[src/rtl/imem_loader.sv]
// Byte-stream program loader: assembles framed little-endian words into instruction memory
// and holds the core in reset until a frame with a good checksum lands. Define
// IMEM_LOADER_TIMEOUT_EN to abort a frame after TIMEOUT_CYC cycles without an accepted byte.
module imem_loader #(
  parameter int unsigned ADDR_W      = 10,
  parameter logic [7:0]  SYNC_BYTE   = 8'hA5,
  parameter int unsigned TIMEOUT_CYC = 100000
) (
  input  logic              clk,
  input  logic              rst,
  input  logic              in_valid,
  input  logic [7:0]        in_data,
  output logic              in_ready,
  output logic              imem_we,
  output logic [ADDR_W-1:0] imem_addr,
  output logic [31:0]       imem_wdata,
  output logic              core_hold,
  output logic              busy,
  output logic              done,
  output logic              err
);

  localparam int unsigned CNT_W     = ADDR_W + 1;
  localparam int unsigned LEN_W     = 16;
  localparam int unsigned MAX_WORDS = 1 << ADDR_W;

  typedef enum logic [2:0] {
    S_IDLE, S_LEN0, S_LEN1, S_DATA, S_CSUM, S_DONE, S_ERROR
  } state_t;

  if (TIMEOUT_CYC == 0) begin : g_timeout_chk
    $error("imem_loader: TIMEOUT_CYC must be nonzero");
  end

  state_t             state_q, state_d;
  logic [7:0]         len_lo_q, len_lo_d;
  logic [LEN_W-1:0]   len_q, len_d;
  logic [1:0]         byte_idx_q, byte_idx_d;
  logic [23:0]        word_q, word_d;
  logic [7:0]         csum_q, csum_d;
  logic [CNT_W-1:0]   word_cnt_q, word_cnt_d;
  logic               we_d, hold_d, busy_d, done_d, err_d;
  logic [ADDR_W-1:0]  addr_d;
  logic [31:0]        wdata_d;
  logic               accept;
  logic               timeout_c;

  assign accept = in_valid & in_ready;

`ifdef IMEM_LOADER_TIMEOUT_EN
  localparam int unsigned TO_W = $clog2(TIMEOUT_CYC + 1);

  logic [TO_W-1:0] to_cnt_q;
  logic            in_frame;

  assign in_frame = state_q inside {S_LEN0, S_LEN1, S_DATA, S_CSUM};

  // Idle-cycle counter; only runs while a frame is open
  always_ff @(posedge clk or negedge rst) begin
    if (!rst) begin
      to_cnt_q <= '0;
    end else if (accept || !in_frame) begin
      to_cnt_q <= '0;
    end else begin
      to_cnt_q <= to_cnt_q + TO_W'(1);
    end
  end

  assign timeout_c = in_frame && !accept && (to_cnt_q == TO_W'(TIMEOUT_CYC - 1));
`else
  assign timeout_c = 1'b0;
`endif

  // State and output registers
  always_ff @(posedge clk or negedge rst) begin
    if (!rst) begin
      state_q    <= S_IDLE;
      len_lo_q   <= '0;
      len_q      <= '0;
      byte_idx_q <= '0;
      word_q     <= '0;
      csum_q     <= '0;
      word_cnt_q <= '0;
      in_ready   <= 1'b1;
      imem_we    <= 1'b0;
      imem_addr  <= '0;
      imem_wdata <= '0;
      core_hold  <= 1'b1;
      busy       <= 1'b0;
      done       <= 1'b0;
      err        <= 1'b0;
    end else begin
      state_q    <= state_d;
      len_lo_q   <= len_lo_d;
      len_q      <= len_d;
      byte_idx_q <= byte_idx_d;
      word_q     <= word_d;
      csum_q     <= csum_d;
      word_cnt_q <= word_cnt_d;
      in_ready   <= 1'b1;
      imem_we    <= we_d;
      imem_addr  <= addr_d;
      imem_wdata <= wdata_d;
      core_hold  <= hold_d;
      busy       <= busy_d;
      done       <= done_d;
      err        <= err_d;
    end
  end

  // Frame parser: next state and next register values
  always_comb begin
    state_d    = state_q;
    len_lo_d   = len_lo_q;
    len_d      = len_q;
    byte_idx_d = byte_idx_q;
    word_d     = word_q;
    csum_d     = csum_q;
    word_cnt_d = word_cnt_q;
    we_d       = 1'b0;
    addr_d     = imem_addr;
    wdata_d    = imem_wdata;
    hold_d     = core_hold;
    done_d     = done;
    err_d      = err;

    if (accept) begin
      unique case (state_q)
        S_IDLE, S_DONE, S_ERROR: begin
          if (in_data == SYNC_BYTE) begin
            state_d    = S_LEN0;
            done_d     = 1'b0;
            err_d      = 1'b0;
            hold_d     = 1'b1;
            word_cnt_d = '0;
            addr_d     = '0;
            byte_idx_d = '0;
            csum_d     = '0;
          end
        end
        S_LEN0: begin
          len_lo_d = in_data;
          state_d  = S_LEN1;
        end
        S_LEN1: begin
          len_d = {in_data, len_lo_q};
          if (32'(len_d) > MAX_WORDS) begin
            state_d = S_ERROR;
            err_d   = 1'b1;
          end else if (len_d == '0) begin
            state_d = S_CSUM;
          end else begin
            state_d = S_DATA;
          end
        end
        S_DATA: begin
          csum_d     = csum_q ^ in_data;
          byte_idx_d = byte_idx_q + 2'd1;
          case (byte_idx_q)
            2'd0: word_d[7:0]   = in_data;
            2'd1: word_d[15:8]  = in_data;
            2'd2: word_d[23:16] = in_data;
            default: begin
              we_d       = 1'b1;
              addr_d     = ADDR_W'(word_cnt_q);
              wdata_d    = {in_data, word_q};
              word_cnt_d = word_cnt_q + CNT_W'(1);
              if (32'(word_cnt_q) + 32'd1 == 32'(len_q)) begin
                state_d = S_CSUM;
              end
            end
          endcase
        end
        S_CSUM: begin
          if (in_data == csum_q) begin
            state_d = S_DONE;
            done_d  = 1'b1;
            hold_d  = 1'b0;
          end else begin
            state_d = S_ERROR;
            err_d   = 1'b1;
          end
        end
        default: state_d = S_IDLE;
      endcase
    end

    if (timeout_c) begin
      state_d = S_ERROR;
      err_d   = 1'b1;
    end

    busy_d = state_d inside {S_LEN0, S_LEN1, S_DATA, S_CSUM};
  end

endmodule

[config.mk]
export PLATFORM = sky130hd
export DESIGN_NAME = imem_loader
export DESIGN_NICKNAME = d
export VERILOG_FILES = /design/src/rtl/imem_loader.sv
export SDC_FILE = /design/constraint.sdc
export NUM_CORES = 1
export LEC_CHECK = 0
export CORE_ASPECT_RATIO = 0.5
export CORE_MARGIN = 2
export CORE_UTILIZATION = 60
export DETAILED_ROUTE_END_ITERATION = 7
export GPL_TIMING_DRIVEN = 0
export PLACE_DENSITY = 0.84
export RECOVER_POWER = 100
export SLEW_MARGIN = 20
export SYNTH_ARGS = -nofsm -noshare
export SYNTH_HDL_FRONTEND = slang
export SYNTH_SLANG_ARGS = --single-unit
export TNS_END_PERCENT = 1
[constraint.sdc]
create_clock -name clk -period 6.3 [get_ports clk]
set_input_delay 0.63 -clock clk [delete_from_list [all_inputs] [get_ports clk]]
set_output_delay 0.63 -clock clk [all_outputs]
set_load 0.005 [all_outputs]
==> results of run 1 <==
-- kinds of logic after synthesis --
kind of cell	after synthesis	synth area share
simple gates	224	0.192
other cells	1	0.000661
xor+xnor	22	0.0340
flops	119	0.525
compound gates	91	0.109
mux	45	0.0891
fa+ha+maj	5	0.0110
buf+inv	47	0.0390
-- per-layer routing --
layer  routed length (um)  track usage  up-vias
met5                    0            0        -
met4                  311        0.124        0
met3                  832       0.0617       33
met2                 6970        0.497      177
met1                 6420        0.397     2309
li1                     -            -     2068
-- final timing paths --
kind	endpoint	from	slack (ns)
worst max register to register	word_q[23]$_DFFE_PN0P_	state_q[0]$_DFF_PN0_	3.55
min in group asynchronous	imem_wdata[22]$_DFFE_PN0P_	rst	0.94
worst max-delay path	word_cnt_q[2]$_DFFE_PN0P_	in_data[6]	3.11
worst min register to register	imem_wdata[15]$_DFFE_PN0P_	word_q[15]$_DFFE_PN0P_	0.47
worst min-delay path	imem_wdata[15]$_DFFE_PN0P_	word_q[15]$_DFFE_PN0P_	0.47
max in group asynchronous	err$_DFFE_PN0P_	rst	3.98
-- power groups by stage --
stage	logic (mW)	clock network [mW]	registers, mW
floorplan	0.565	0	1.23
global placement	0.873	0	1.26
detailed placement	0.912	0	1.27
CTS	0.937	1.04	1.27
global route	0.976	1.07	1.31
finish	0.888	1.05	1.28
-- flip-flops by register name, summed over array words and instances (netlist names) --
register    count
busy            1
byte_idx_q      2
core_hold       1
csum_q          8
done            1
err             1
imem_addr      10
imem_wdata     32
imem_we         1
len_lo_q        8
len_q          16
state_q         3
word_cnt_q     11
word_q         24
-- final cells by class --
type	instances	area, sq um
Sequential cell	119	2980
Multi-Input combinational cell	388	2440
Fill cell	602	2350
Timing Repair Buffer	55	562
Clock buffer	20	457
Clock inverter	10	170
Buffer	35	165
Tap cell	121	151
Inverter	12	45.0
-- synthesized netlist by cell type (all sizes together) (4+ instances only) --
cell type	number	area [sq um]
a21oi	5	25.0
a22o	10	87.6
buf	17	106
clkbuf	18	70.1
dfrtp	118	2950
ha	5	62.6
inv	11	41.3
mux2	44	495
nand2	136	510
nand3	9	70.1
nand4	8	56.3
nor2	29	111
nor3	9	66.3
nor4	9	83.8
o21ai	48	240
o31ai	7	66.3
or3	5	41.3
xnor2	18	158
xor2	4	35.0
-- metrics by stage --
stage / std cells / setup slack, ns / power (mW) / hold slack, ns / utilization
4_1_cts: 760 / 3.62 / 3.25 / 0.144 / 0.753
3_3_place_gp: 729 / 0.0462 / 2.13 / 0.442 / 0.683
5_1_grt: 760 / 2.97 / 3.36 / 0.501 / 0.748
6_report: 760 / 3.11 / 3.21 / 0.465 / 0.748
2_1_floorplan: 554 / 4.03 / 1.79 / 0.334 / -
3_5_place_dp: 730 / 3.23 / 2.18 / 0.451 / 0.686
-- worst max-delay path, stage by stage --
cell,delay (ns)
dlygate4sd3_1,0.55
clkbuf_1,0.28
nor4b_1,0.57
nand4_1,0.16
a21boi_0,0.24
o21ai_0,0.18
o21bai_1,0.24
clkbuf_1,0.25
o21ai_0,0.26
o21ai_1,0.11
==> flow_metrics.py, run 1 <==
metrics = {
    "worst_setup_path": {
        "cp_max_fo": 10,
        "rr_worst_depth": 6,
        "setup.worst_path.start_class": "input pin",
        "crit_type": "input pin to flip-flop",
        "required_ns": 6.58,
        "crit_arrival_ns": 3.47,
        "end_kind": "flip-flop",
    },
    "cells_and_area": {
        "drive_gt1_frac": 0.156,
        "antenna_cells": 0,
        "fin_area_sq_um": 6970,
        "area_growth_pct": 22.8,
        "nNetsFinal": 644,
        "final_common_cell": "nand2_1",
        "layout_common_cells": "nand2_1 (136), dfrtp_1 (118), dlygate4sd3_1 (48), o21ai_0 (44), mux2_2 (40)",
    },
    "outcome": {
        "status": "complete, but fails checks",
        "violations": "capacitance limit, slew limit",
    },
    "clock_tree": {
        "ctsHoldBuffers": 0,
        "cts_setup_buffers": 0,
        "cts-resized-gates": 0,
        "ctsHtreeMaxLevel": 4,
        "cts_sinks": 119,
        "clk_latency_ns": 0.42,
        "numCtsBuffers": 17,
        "clock_path_buffers": 2,
        "cts_tree": "yes",
        "clk_pin_slew_ns": 0.06,
        "cts-root-buf": "clkbuf_16",
    },
    "synthesis": {
        "syn-num-nets": 570,
        "synth_edf_count": 0,
        "ys_warn_count": 0,
        "synthDistinctLibCells": 68,
        "syn_inst": 554,
        "synth-seq-cells": 119,
        "syn-cell-area_sq_um": 5670,
        "synth-seq-area-share": 0.525,
        "avgSynthCellArea_sq_um": 10.2,
        "synth_async_sr_flop_share": 1.00,
        "ys.flop_type": "dfrtp_1",
    },
    "grt": {
        "grt_pass1_wl_um": 23300,
        "grt_overflow": 0,
        "track_usage": 0.300,
        "first_global_vias": 4543,
        "grt_max_degree": 76,
        "antenna_found_initial": 0,
    },
    "floorplanning": {
        "die_area_sq_um": 10300,
        "core_sq_um": 9320,
        "core.rowCount": 25,
        "ios": 59,
        "start_util": 0.609,
        "chipHeight_um": 72.8,
        "die_width_um": 142,
    },
    "sta": {
        "slew_headroom": -0.605,
        "fmaxAchievable_mhz": 314,
        "skew_ns": 0.00987,
        "finalSetupViolCount": 0,
        "setup_tns_ns": 0,
        "worstMarginPinSlew_ns": 2.41,
        "rsz0062_at_grt": "false",
        "period_share": 0.506,
        "drv_slew": 45,
        "period_needed_ns": 3.19,
        "hold_viol_final": 0,
    },
    "placed_design": {
        "dpl_cell_area_sq_um": 6390,
        "globalplace.congestion": 0.889,
        "port_buffers": 54,
        "place.detailed.hpwl_um": 9060,
    },
    "pwr": {
        "pwr-share-clk": 0.325,
        "leakagePower_nw": 3.25,
        "internal-power_mw": 2.18,
        "combPwrFrac": 0.276,
        "power_density_nw_per_um2": 461,
        "p_seq_frac": 0.398,
        "ir_drop_v": 0.000241,
        "sw_frac_of_total": 0.320,
        "switching_power_mw": 1.03,
    },
    "detailed_routing": {
        "wl_per_cell_um": 19.1,
        "drtIter0Drc": 429,
        "final_antenna_net_count": 0,
        "first_pass_iters": 5,
        "drcViolationCount": 0,
        "vias": 4587,
        "via_per_inst": 6.04,
        "drt-total-wl_um": 14500,
    },
    "min_path": {
        "min_path_type": "flip-flop to flip-flop",
        "whs_path_depth": 2,
    },
    "run": {
        "maxCapViolations": 1,
    },
}
(Power assumes the default switching activity.)
==> run 2: changes to the inputs <==
Settings changed: CORE_UTILIZATION 60 to 57, PLACE_DENSITY 0.84 to 0.8.
Clock period 6.3 ns to 3.33 ns, I/O delays scaled along.
==> flow_metrics.py, run 2 (synthesis gave the netlist of run 1 again) <==
metrics = {
    "detailed_routing": {
        "vias": 4451,
        "first_pass_iters": 5,
        "final_antenna_net_count": 0,
        "drtIter0Drc": 370,
        "drcViolationCount": 0,
        "drt-total-wl_um": 14000,
        "via_per_inst": 5.73,
        "wl_per_cell_um": 18.0,
    },
    "sta": {
        "rsz0062_at_grt": "false",
        "drv_slew": 0,
        "slew_headroom": 0.460,
        "fmaxAchievable_mhz": 368,
        "finalSetupViolCount": 0,
        "skew_ns": 0.0137,
        "period_needed_ns": 2.72,
        "worstMarginPinSlew_ns": 0.807,
        "hold_viol_final": 0,
        "period_share": 0.815,
        "setup_slack_ns": 0.615,
        "holdWs_ns": 0.399,
        "setup_tns_ns": 0,
    },
    "worst_setup_path": {
        "rr_worst_depth": 9,
        "crit_type": "input pin to flip-flop",
        "rr_startpoint": "word_cnt_q[0]$_DFFE_PN0P_",
        "crit_arrival_ns": 3.05,
        "required_ns": 3.66,
        "startpoint": "in_data[4]",
        "r2r-end": "busy$_DFF_PN0_",
        "cp_max_fo": 10,
        "end_kind": "flip-flop",
        "setup.worst_path.start_class": "input pin",
        "worst-r2r-setup-slack_ns": 0.71,
    },
    "clock_tree": {
        "cts_tree": "yes",
        "clock_path_buffers": 2,
        "ctsHtreeMaxLevel": 4,
        "clk_pin_slew_ns": 0.06,
        "numCtsBuffers": 17,
        "ctsHoldBuffers": 1,
        "cts_setup_buffers": 0,
        "cts-resized-gates": 0,
        "clk_latency_ns": 0.42,
        "cts_sinks": 119,
        "cts-root-buf": "clkbuf_16",
    },
    "grt": {
        "grt_use_met2": 0.460,
        "antenna_found_initial": 0,
        "use_met1": 0.372,
        "grt_max_degree": 77,
        "groute.layer.met3.usage": 0.0577,
        "grt_pass1_wl_um": 23000,
        "grt_overflow": 0,
        "first_global_vias": 4494,
        "track_usage": 0.279,
        "grt_busiest_layer": "met2",
    },
    "placed_design": {
        "globalplace.congestion": 0.887,
        "place_ws_ns": 0.539,
        "port_buffers": 54,
        "post-place-cells": 744,
        "dpl_cell_area_sq_um": 6410,
        "place.detailed.hpwl_um": 9020,
    },
    "cells_and_area": {
        "top_regs": "imem_wdata x32, word_q x24, len_q x16",
        "layout_common_cells": "nand2_1 (136), dfrtp_1 (118), dlygate4sd3_1 (49), o21ai_0 (44), mux2_2 (40)",
        "fin_area_sq_um": 6960,
        "drive_gt1_frac": 0.164,
        "largest_reg_flops": 32,
        "antenna_cells": 0,
        "instances_no_fill": 777,
        "final_util": 0.727,
        "final_common_cell": "nand2_1",
        "regMostFlops": "imem_wdata",
        "nNetsFinal": 645,
        "area_growth_pct": 22.7,
    },
    "pwr": {
        "switching_power_mw": 1.92,
        "sw_frac_of_total": 0.328,
        "combPwrFrac": 0.284,
        "ir_drop_v": 0.000481,
        "leakagePower_nw": 3.24,
        "internal-power_mw": 3.95,
        "pwr-share-clk": 0.306,
        "power_density_nw_per_um2": 844,
        "p_seq_frac": 0.410,
        "p_total_mw": 5.87,
    },
    "floorplanning": {
        "die_width_um": 145,
        "ios": 59,
        "core.rowCount": 25,
        "die_area_sq_um": 10800,
        "start_util": 0.593,
        "chipHeight_um": 74.6,
        "core_sq_um": 9570,
    },
    "min_path": {
        "whs_path_depth": 4,
        "min_path_type": "input pin to flip-flop",
        "hp-start": "in_valid",
        "hold_path_end": "err$_DFFE_PN0P_",
    },
    "run": {
        "maxCapViolations": 0,
    },
    "outcome": {
        "status": "completed",
    },
}
-- run 2: cell type report --
cell class                 count  area [sq um]
multi-input combinational    388          2440
timing repair buffer          56           579
clock buffer                  18           429
fill                         665          2610
inverter                      12          45.0
clock inverter                14           148
sequential                   119          2980
tap                          135           169
buffer                        35           174
-- run 2: worst max path at each step --
stage                     slack, ns  cells past startpoint                         to
after floorplan                1.22                      8             busy$_DFF_PN0_
after global placement        -2.58                      1           done$_DFFE_PN0P_
after detailed placement       0.54                      8             busy$_DFF_PN0_
after CTS                      0.91                      8  word_cnt_q[2]$_DFFE_PN0P_
after global routing           0.36                      9             busy$_DFF_PN0_
final                          0.61                      9             busy$_DFF_PN0_
-- run 2: metal layers --
layer	part of all wire	vias up
met2	0.46	158
met5	0	-
met4	0.019	0
li1	-	2075
met1	0.46	2189
met3	0.059	29
-- run 2: worst max-delay path, stage by stage --
cell           delay, ns
dlygate4sd3_1       0.54
clkbuf_1            0.52
xnor2_1             0.20
nand4_1             0.20
or2_0               0.29
a221oi_1            0.37
o311ai_0            0.23
a211oi_2            0.22
xnor2_1             0.14
-- run 2: power groups by stage --
stage          clock network, mW  logic, mW  registers, mW
2_1_floorplan                  0       1.07           2.32
4_1_cts                     1.81       1.76           2.40
3_3_place_gp                   0       1.65           2.38
3_5_place_dp                   0       1.72           2.40
6_report                    1.80       1.67           2.41
5_1_grt                     1.89       1.85           2.47
==> run 3: changes to the inputs <==
Settings changed: CORE_UTILIZATION 57 to 51, PLACE_DENSITY 0.8 to 0.76.
Clock period 3.33 ns to 2.3 ns, I/O delays scaled along.
==> flow_metrics.py, run 3 (synthesis gave the netlist of run 1 again) <==
metrics = {
    "min_path": {
        "min_path_type": "input pin to flip-flop",
    },
    "sta": {
        "hold_viol_final": 0,
        "slew_headroom": 0.197,
        "holdWs_ns": 0.305,
        "skew_ns": 0.0150,
        "period_share": 0.972,
        "drv_slew": 0,
        "period_needed_ns": 2.24,
        "worstMarginPinSlew_ns": 1.20,
        "finalSetupViolCount": 0,
        "fmaxAchievable_mhz": 447,
        "rsz0062_at_grt": "true",
        "setup_tns_ns": 0,
    },
    "cells_and_area": {
        "n_fill_cell": 850,
        "antenna_cells": 0,
        "final_common_cell": "nand2_1",
        "drive_gt1_frac": 0.192,
        "top_regs": "imem_wdata x32, word_q x24, len_q x16",
        "largest_reg_flops": 32,
        "area_growth_pct": 23.7,
        "instances_no_fill": 787,
        "fin_area_sq_um": 7020,
        "nNetsFinal": 647,
        "layout_common_cells": "nand2_1 (136), dfrtp_1 (116), dlygate4sd3_1 (48), mux2_2 (43), o21ai_0 (31)",
        "regMostFlops": "imem_wdata",
    },
    "worst_setup_path": {
        "crit_arrival_ns": 2.56,
        "crit_type": "flip-flop to flip-flop",
        "required_ns": 2.62,
        "cp_max_fo": 7,
        "setup.worst_path.start_class": "flip-flop",
        "worst-r2r-setup-slack_ns": 0.06,
        "end_kind": "flip-flop",
    },
    "placed_design": {
        "post-place-cells": 754,
        "dpl_cell_area_sq_um": 6420,
        "port_buffers": 54,
        "globalplace.congestion": 0.875,
        "place.detailed.hpwl_um": 8840,
    },
    "floorplanning": {
        "core_sq_um": 10900,
        "core.rowCount": 27,
        "start_util": 0.520,
        "die_area_sq_um": 12000,
        "die_width_um": 153,
        "chipHeight_um": 78.6,
        "ios": 59,
    },
    "clock_tree": {
        "ctsHtreeMaxLevel": 4,
        "clk_latency_ns": 0.41,
        "clk_pin_slew_ns": 0.05,
        "clock_path_buffers": 2,
        "cts_sinks": 119,
        "cts_tree": "yes",
        "cts-root-buf": "clkbuf_16",
        "numCtsBuffers": 17,
    },
    "grt": {
        "grt_pass1_wl_um": 22300,
        "first_global_vias": 4470,
        "antenna_found_initial": 0,
        "track_usage": 0.238,
        "grt_overflow": 0,
        "grt_max_degree": 71,
    },
    "pwr": {
        "switching_power_mw": 2.68,
        "pwr-share-clk": 0.303,
        "ir_drop_v": 0.000583,
        "internal-power_mw": 5.75,
        "p_seq_frac": 0.411,
        "combPwrFrac": 0.286,
        "leakagePower_nw": 3.29,
        "power_density_nw_per_um2": 1200,
        "sw_frac_of_total": 0.318,
    },
    "detailed_routing": {
        "final_antenna_net_count": 0,
        "drcViolationCount": 0,
        "vias": 4378,
        "drt-total-wl_um": 13300,
        "first_pass_iters": 4,
        "wl_per_cell_um": 16.9,
        "drtIter0Drc": 369,
        "via_per_inst": 5.56,
    },
    "outcome": {
        "status": "completed",
    },
    "run": {
        "maxCapViolations": 0,
    },
}
-- run 3: critical path, stage by stage, from the launching register on --
cell and delay [ns]:
dfrtp_2 0.42, ha_1 0.15, buf_2 0.18, nand3_1 0.13, or3_1 0.37, a211oi_2 0.26
o211ai_2 0.20, a211oi_2 0.29, xnor2_1 0.15
-- run 3: through the flow --
| stage | utilization | setup slack [ns] | power (mW) |
|---|---|---|---|
| floorplan | - | 0.186 | 4.91 |
| global placement | 0.586 | -3.59 | 5.84 |
| detailed placement | 0.589 | -0.306 | 5.96 |
| CTS | 0.643 | 0.00200 | 8.58 |
| global route | 0.644 | -0.0771 | 8.96 |
| finish | 0.644 | 0.0644 | 8.44 |
-- run 3: layout make-up --
type / count / area (sq um) / area share
Clock inverter: 11 / 128 / 0.0182
Clock buffer: 19 / 443 / 0.0631
Timing Repair Buffer: 58 / 572 / 0.0814
Sequential cell: 119 / 2980 / 0.425
Inverter: 12 / 45.0 / 0.00641
Buffer: 35 / 179 / 0.0255
Tap cell: 145 / 181 / 0.0258
Multi-Input combinational cell: 388 / 2490 / 0.355
-- run 3: metal layers --
layer  up-vias  GRT usage  share of wire
met5         -          0              0
met4         0     0.0806          0.011
met3        13     0.0574          0.044
met2       120      0.388           0.48
met1      2171      0.316           0.46
li1       2074          -              -
-- run 3: worst paths after layout --
path                                           start                    endpoint  depth (start not counted)
max reg2reg                word_cnt_q[1]$_DFFE_PN0P_              busy$_DFF_PN0_                          8
min                                         in_valid             err$_DFFE_PN0P_                          4
min reg2reg                   word_q[22]$_DFFE_PN0P_  imem_wdata[22]$_DFFE_PN0P_                          2
min in group asynchronous                        rst  imem_wdata[22]$_DFFE_PN0P_                          2
max                        word_cnt_q[1]$_DFFE_PN0P_              busy$_DFF_PN0_                          8
max in group asynchronous                        rst   word_cnt_q[1]$_DFFE_PN0P_                          3
-- run 3: power by group through the flow --
stage / registers (mW) / clock network, mW / logic [mW]
after floorplan: 3.36 / 0 / 1.55
after global placement: 3.45 / 0 / 2.39
after detailed placement: 3.49 / 0 / 2.48
after CTS: 3.48 / 2.58 / 2.52
after global routing: 3.57 / 2.69 / 2.71
final: 3.47 / 2.56 / 2.42
-- run 3: timing repair --
action | in CTS | in global routing
resized for setup | 4 | 12
buffers inserted | 0 | 2
endpoints found under the hold margin | 49 | 0
endpoints found under the setup margin | 11 | 62
hold buffers | 1 | 0
